**config.mk**
```make
export PLATFORM = sky130hd
export DESIGN_NAME = ram_mem
export DESIGN_NICKNAME = d
export VERILOG_FILES = /design/src/rtl/ram_mem_pkg.sv /design/src/rtl/ram_array.sv /design/src/rtl/ram_mem.sv
export SDC_FILE = /design/constraint.sdc
export NUM_CORES = 2
export LEC_CHECK = 0
export CORE_ASPECT_RATIO = 1.2
export CORE_UTILIZATION = 35
export DETAILED_ROUTE_END_ITERATION = 7
export PLACE_DENSITY = 0.62
export SLEW_MARGIN = 20
export SYNTH_ARGS = -nofsm -noshare
export SYNTH_HDL_FRONTEND = slang
export SYNTH_SLANG_ARGS = --single-unit
```
**constraint.sdc**
```tcl
create_clock -name CLK -period 4.7 [get_ports CLK]
set_input_delay 0.705 -clock CLK [delete_from_list [all_inputs] [get_ports CLK]]
set_output_delay 0.705 -clock CLK [all_outputs]
set_load 0.05 [all_outputs]
```
**src/rtl/ram_mem_pkg.sv**
```systemverilog
// Shared definitions for the ram_mem block: access-size and controller-state
// encodings, the default storage depth, and address helpers.
package ram_mem_pkg;

  localparam int DEFAULT_DEPTH = 256;
  localparam int ADDR_W        = 8;

  typedef enum logic [1:0] {
    BYTE = 2'b00,
    HALF = 2'b01,
    WORD = 2'b10
  } size_t;

  typedef enum logic [1:0] {
    IDLE   = 2'b00,
    ACCESS = 2'b01,
    DONE   = 2'b10
  } state_t;

  // typeData 2'b11 has no size of its own and behaves as a word access.
  function automatic size_t decode_size(input logic [1:0] t);
    case (t)
      2'b00:   return BYTE;
      2'b01:   return HALF;
      default: return WORD;
    endcase
  endfunction

  function automatic logic [ADDR_W-1:0] align_addr(input logic [ADDR_W-1:0] a,
                                                   input size_t s);
    case (s)
      HALF:    return {a[ADDR_W-1:1], 1'b0};
      WORD:    return {a[ADDR_W-1:2], 2'b00};
      default: return a;
    endcase
  endfunction

endpackage

```
**src/rtl/ram_array.sv**
```systemverilog
// Byte-addressed storage split into four byte lanes; lane 0 holds the most
// significant byte of each word, so the lowest address maps to the MSB.
module ram_array
  import ram_mem_pkg::*;
#(
  parameter int DEPTH = DEFAULT_DEPTH
) (
  input  logic              clk,
  input  logic              we,
  input  size_t             size,
  input  logic [ADDR_W-1:0] addr,
  input  logic [31:0]       wdata,
  output logic [31:0]       rdata
);

  localparam int WORDS = DEPTH / 4;
  localparam int IDX_W = $clog2(WORDS);

  logic [IDX_W-1:0] widx;
  logic [7:0]       lane_rd [4];

  assign widx = addr[IDX_W+1:2];

  for (genvar gi = 0; gi < 4; gi++) begin : g_lane
    localparam logic [1:0] LANE = 2'(gi);

    logic [7:0] bank [WORDS];
    logic       lane_we;
    logic [7:0] lane_wd;

    // Right-justified write data is steered onto the lanes it addresses.
    always_comb begin
      lane_we = 1'b0;
      lane_wd = wdata[7:0];
      case (size)
        WORD: begin
          lane_we = we;
          lane_wd = wdata[31-8*gi -: 8];
        end
        HALF: begin
          lane_we = we && (addr[1] == LANE[1]);
          lane_wd = LANE[0] ? wdata[7:0] : wdata[15:8];
        end
        default: begin
          lane_we = we && (addr[1:0] == LANE);
          lane_wd = wdata[7:0];
        end
      endcase
    end

    always_ff @(posedge clk) begin
      if (lane_we) begin
        bank[widx] <= lane_wd;
      end
    end

    assign lane_rd[gi] = bank[widx];
  end

  always_comb begin
    rdata = '0;
    case (size)
      WORD:    rdata = {lane_rd[0], lane_rd[1], lane_rd[2], lane_rd[3]};
      HALF:    rdata = addr[1] ? {16'h0, lane_rd[2], lane_rd[3]}
                               : {16'h0, lane_rd[0], lane_rd[1]};
      default: rdata = {24'h0, lane_rd[addr[1:0]]};
    endcase
  end

endmodule

```
**src/rtl/ram_mem.sv**
```systemverilog
// Memory with a MOV/MOC handshake: a request is latched, completes after
// WAIT_CYCLES edges, and MOC is held until the requester drops MOV.
module ram_mem
  import ram_mem_pkg::*;
#(
  parameter int WAIT_CYCLES = 2,
  parameter int DEPTH       = DEFAULT_DEPTH
) (
  input  logic        CLK,
  input  logic        CLR,
  input  logic        MOV,
  input  logic        RW,
  input  logic [1:0]  typeData,
  input  logic [7:0]  address,
  input  logic [31:0] dataIn,
  output logic [31:0] dataOut,
  output logic        MOC
);

  localparam logic [3:0] CNT_LOAD = 4'(WAIT_CYCLES - 1);

  state_t      state_reg;
  logic [3:0]  cnt_reg;
  logic        rw_reg;
  size_t       size_reg;
  logic [7:0]  addr_reg;
  logic [31:0] din_reg;
  logic [31:0] rd_data;
  logic        fire;
  logic        mem_we;

  // The access happens on the edge where the counter is seen at zero.
  assign fire   = (state_reg == ACCESS) && (cnt_reg == 4'd0);
  assign mem_we = fire && !rw_reg;

  ram_array #(
    .DEPTH(DEPTH)
  ) u_array (
    .clk  (CLK),
    .we   (mem_we),
    .size (size_reg),
    .addr (addr_reg),
    .wdata(din_reg),
    .rdata(rd_data)
  );

  always_ff @(posedge CLK or posedge CLR) begin
    if (CLR) begin
      state_reg <= IDLE;
      cnt_reg   <= 4'd0;
      MOC       <= 1'b0;
      dataOut   <= 32'h0;
      rw_reg    <= 1'b1;
      size_reg  <= BYTE;
      addr_reg  <= 8'h0;
      din_reg   <= 32'h0;
    end else begin
      case (state_reg)
        IDLE: begin
          MOC <= 1'b0;
          if (MOV) begin
            rw_reg    <= RW;
            size_reg  <= decode_size(typeData);
            addr_reg  <= align_addr(address, decode_size(typeData));
            din_reg   <= dataIn;
            cnt_reg   <= CNT_LOAD;
            state_reg <= ACCESS;
          end
        end
        ACCESS: begin
          if (cnt_reg == 4'd0) begin
            state_reg <= DONE;
            MOC       <= 1'b1;
            if (rw_reg) begin
              dataOut <= rd_data;
            end
          end else begin
            cnt_reg <= cnt_reg - 4'd1;
          end
        end
        DONE: begin
          if (!MOV) begin
            state_reg <= IDLE;
            MOC       <= 1'b0;
          end
        end
        default: begin
          state_reg <= IDLE;
          MOC       <= 1'b0;
        end
      endcase
    end
  end

endmodule
```
==> impl_metrics.yaml <==
status:
  outcome: "finished, violations left"
  violations: "design-rule violations"
placement:
  dp_slack_ns: 0.588
  port_buffers: 78
  dp_hpwl_um: 189000
  gp_congestion: 0.956
die:
  ios: 79
  core_um2: 238000
  die_h_um: 539
  die_w_um: 450
  dieArea_um2: 242000
  initial_core_util_pct: 35.3
  rows: 196
synth:
  yosys_warnings: 0
  ys_ff_latch: 2130
  synthFlopType: "edfxtp_1"
  syn_area_per_cell_um2: 17.4
  synth_seq_area_share_pct: 75.6
  synthArstFlopShare_pct: 3.85
  synth_nets: 4894
  syn_area_um2: 84100
  synth_edf_count: 2048
  syn_inst: 4844
  synth_cell_type_count: 87
clock_tree:
  holdBufCountCts: 0
  root_buffer: "clkbuf_16"
  cts_tree: "yes"
  clk_latency_ns: 0.88
  clkSlewWorstSetupHoldPaths_ns: 0.07
  htreeDepth: 4
  cts.repair.resized: 0
  post_cts_buffers: 0
  clock_sinks: 2130
  clockBufferDepth: 3
  cts_inserted_buffers: 194
sta:
  max_slew_margin_pct: 19.1
  finClkSkew_ns: 0.0435
  worst_pin_slew_ns: 1.21
  post-route-min-period_ns: 4.23
  setup_tns_ns: 0
  finalSetupViolCount: 0
  slew_viol_final: 0
  whs_ns: 0.265
  final.period_utilization_pct: 90.0
  rsz0062_at_grt: "false"
  finalHoldViolations: 0
  finalWorstSetupSlack_ns: 0.470
  clock.fmax_mhz: 236
pwr:
  pwr_density_cell_nw_per_um2: 700
  leakagePower_nw: 31.4
  power_mw: 68.5
  vdd_ir_drop_max_mv: 0.657
drt:
  via_per_inst: 5.97
  drt_iter0_drc: 7785
  wl_per_cell_um: 33.8
  vias: 51500
  wl_um: 291000
  ant_nets: 0
  drc: 2
  dr.pass1.iters: 8
finish:
  fin_nets: 5328
  area_delta_synth_final_pct: 16.4
  largest_register_ffs: 2048
  drive_gt1_share_pct: 21.7
  fillerInstances: 21200
  multiInputGateArea_um2: 18800
  register_area_um2: 63600
setup_path:
  crit_family: "buffers and inverters"
  cpMostUsedCell: "buf_4"
  worstSetupStartpointType: "register"
  worstSetupPathType: "reg2reg"
  startpoint: "addr_reg[4]"
  r2r-start: "addr_reg[4]"
  cp-end-kind: "register"
  crit_slowest_cell: "dfrtp_4"
  worstPathMaxFanout: 50
  required_ns: 5.45
  cp_slowest_stage_delay_ns: 0.88
  path_buf_inv: 4
  cp_cell_sequence: "buf_12 -> buf_4 -> buf_4 -> mux2i_1 -> o2bb2ai_1 -> a221oi_1 -> o22ai_1 -> nor4_2 -> buf_4 -> mux2_2 -> a32o_1 -> a211oi_1"
  arrival_ns: 4.98
global_routing:
  grt_pass1_vias: 49600
  grt_pass1_wl_um: 400000
  grt_util_all_layers_pct: 23.4
  antenna_found_initial: 15
  grt-ovfl-total: 0
  grt_start_max_net_pins: 65
run:
  drv_cap: 0
min_path:
  hold_path.class: "in2async"
==> placed cells by master, fill, tap and decap left out, drive strengths merged, types with 8 or more instances in the layout <==
cell,n
a221oi,161
nand2b,19
o21ai,142
mux4,124
nor4,8
o22a,17
mux2i,263
mux2,195
clkbuf,252
o2bb2ai,32
o211ai,12
a221o,52
clkdlybuf4s50,78
a222oi,12
o221ai,21
dfrtp,81
inv,29
nand3,18
nor3,23
diode,9
buf,501
nor2,360
and2,10
nor2b,10
edfxtp,2048
nand2,226
and3,12
bufinv,21
nand4,20
a22oi,193
a22o,41
a21oi,108
a211oi,18
a31oi,36
clkinv,73
o22ai,116
==> where the power goes <==
group | internal (mW) | total (mW) | leakage [nW] | switching, mW
clock | 8.97 | 16.0 | 3.08 | 7.06
combinational | 7.11 | 25.6 | 8.86 | 18.5
sequential | 25.9 | 26.9 | 19.5 | 1.04
==> cell type report <==
cell class / count / area share (%)
Antenna cell: 9 / 0.0230
Clock buffer: 252 / 5.31
Clock inverter: 108 / 1.16
Inverter: 22 / 0.0958
Multi-Input combinational cell: 2351 / 19.2
Sequential cell: 2130 / 64.9
Tap cell: 3168 / 4.05
Timing Repair Buffer: 579 / 5.23
==> cells by family after synthesis <==
kind of cell	after synthesis	synth area share (%)
mux	582	9.09
xor+xnor	2	0.0208
fa+ha+maj	4	0.0595
compound gates	1006	8.75
flops	2130	75.6
buf+inv	363	2.53
simple gates	757	3.99
==> cells in the mapped netlist, drive strengths merged, types with 19 or more instances <==
cell type,number,area [um^2]
inv,21,78.8
mux2,195,2220
a22oi,193,1460
nand4,20,125
nand2b,19,119
o221ai,21,184
nand2,226,851
edfxtp,2048,61500
buf,238,1660
o21ai,142,711
mux2i,263,2630
nor2,360,1350
nor3,23,120
mux4,124,2790
clkbuf,103,387
a31oi,36,225
dfrtp,81,2030
o22ai,116,726
o2bb2ai,32,280
a221oi,161,1450
a21oi,108,541
a22o,41,359
a221o,52,521
==> per-layer routing <==
layer	wire length [um]	share of wire, %	track usage [%]
met4	24800	8.5	17.3
met1	103000	35	29.3
met2	130000	45	35.8
met3	33300	11	5.07
met5	124	0.043	0
==> stage by stage <==
stage,cells,utilization [%],cell area [um^2]
CTS,8609,41.1,97900
detailed placement,8249,38.4,91500
floorplan,4844,-,84100
global route,8611,41.1,97900
finish,8619,41.1,97900
global placement,8249,38.4,91500
==> worst paths after layout <==
| path | to | slack (ns) | depth (start not counted) |
|---|---|---|---|
| worst max-delay path | dataOut[6] | 0.47 | 12 |
| max in group asynchronous | addr_reg[3] | 3.50 | 3 |
| worst max register to register | dataOut[6] | 0.47 | 12 |
| worst min-delay path | cnt_reg[2] | 0.26 | 2 |
| worst min register to register | cnt_reg[0] | 0.51 | 1 |
| min in group CLK | din_reg[14] | 0.40 | 3 |
(Power assumes the default switching activity.)
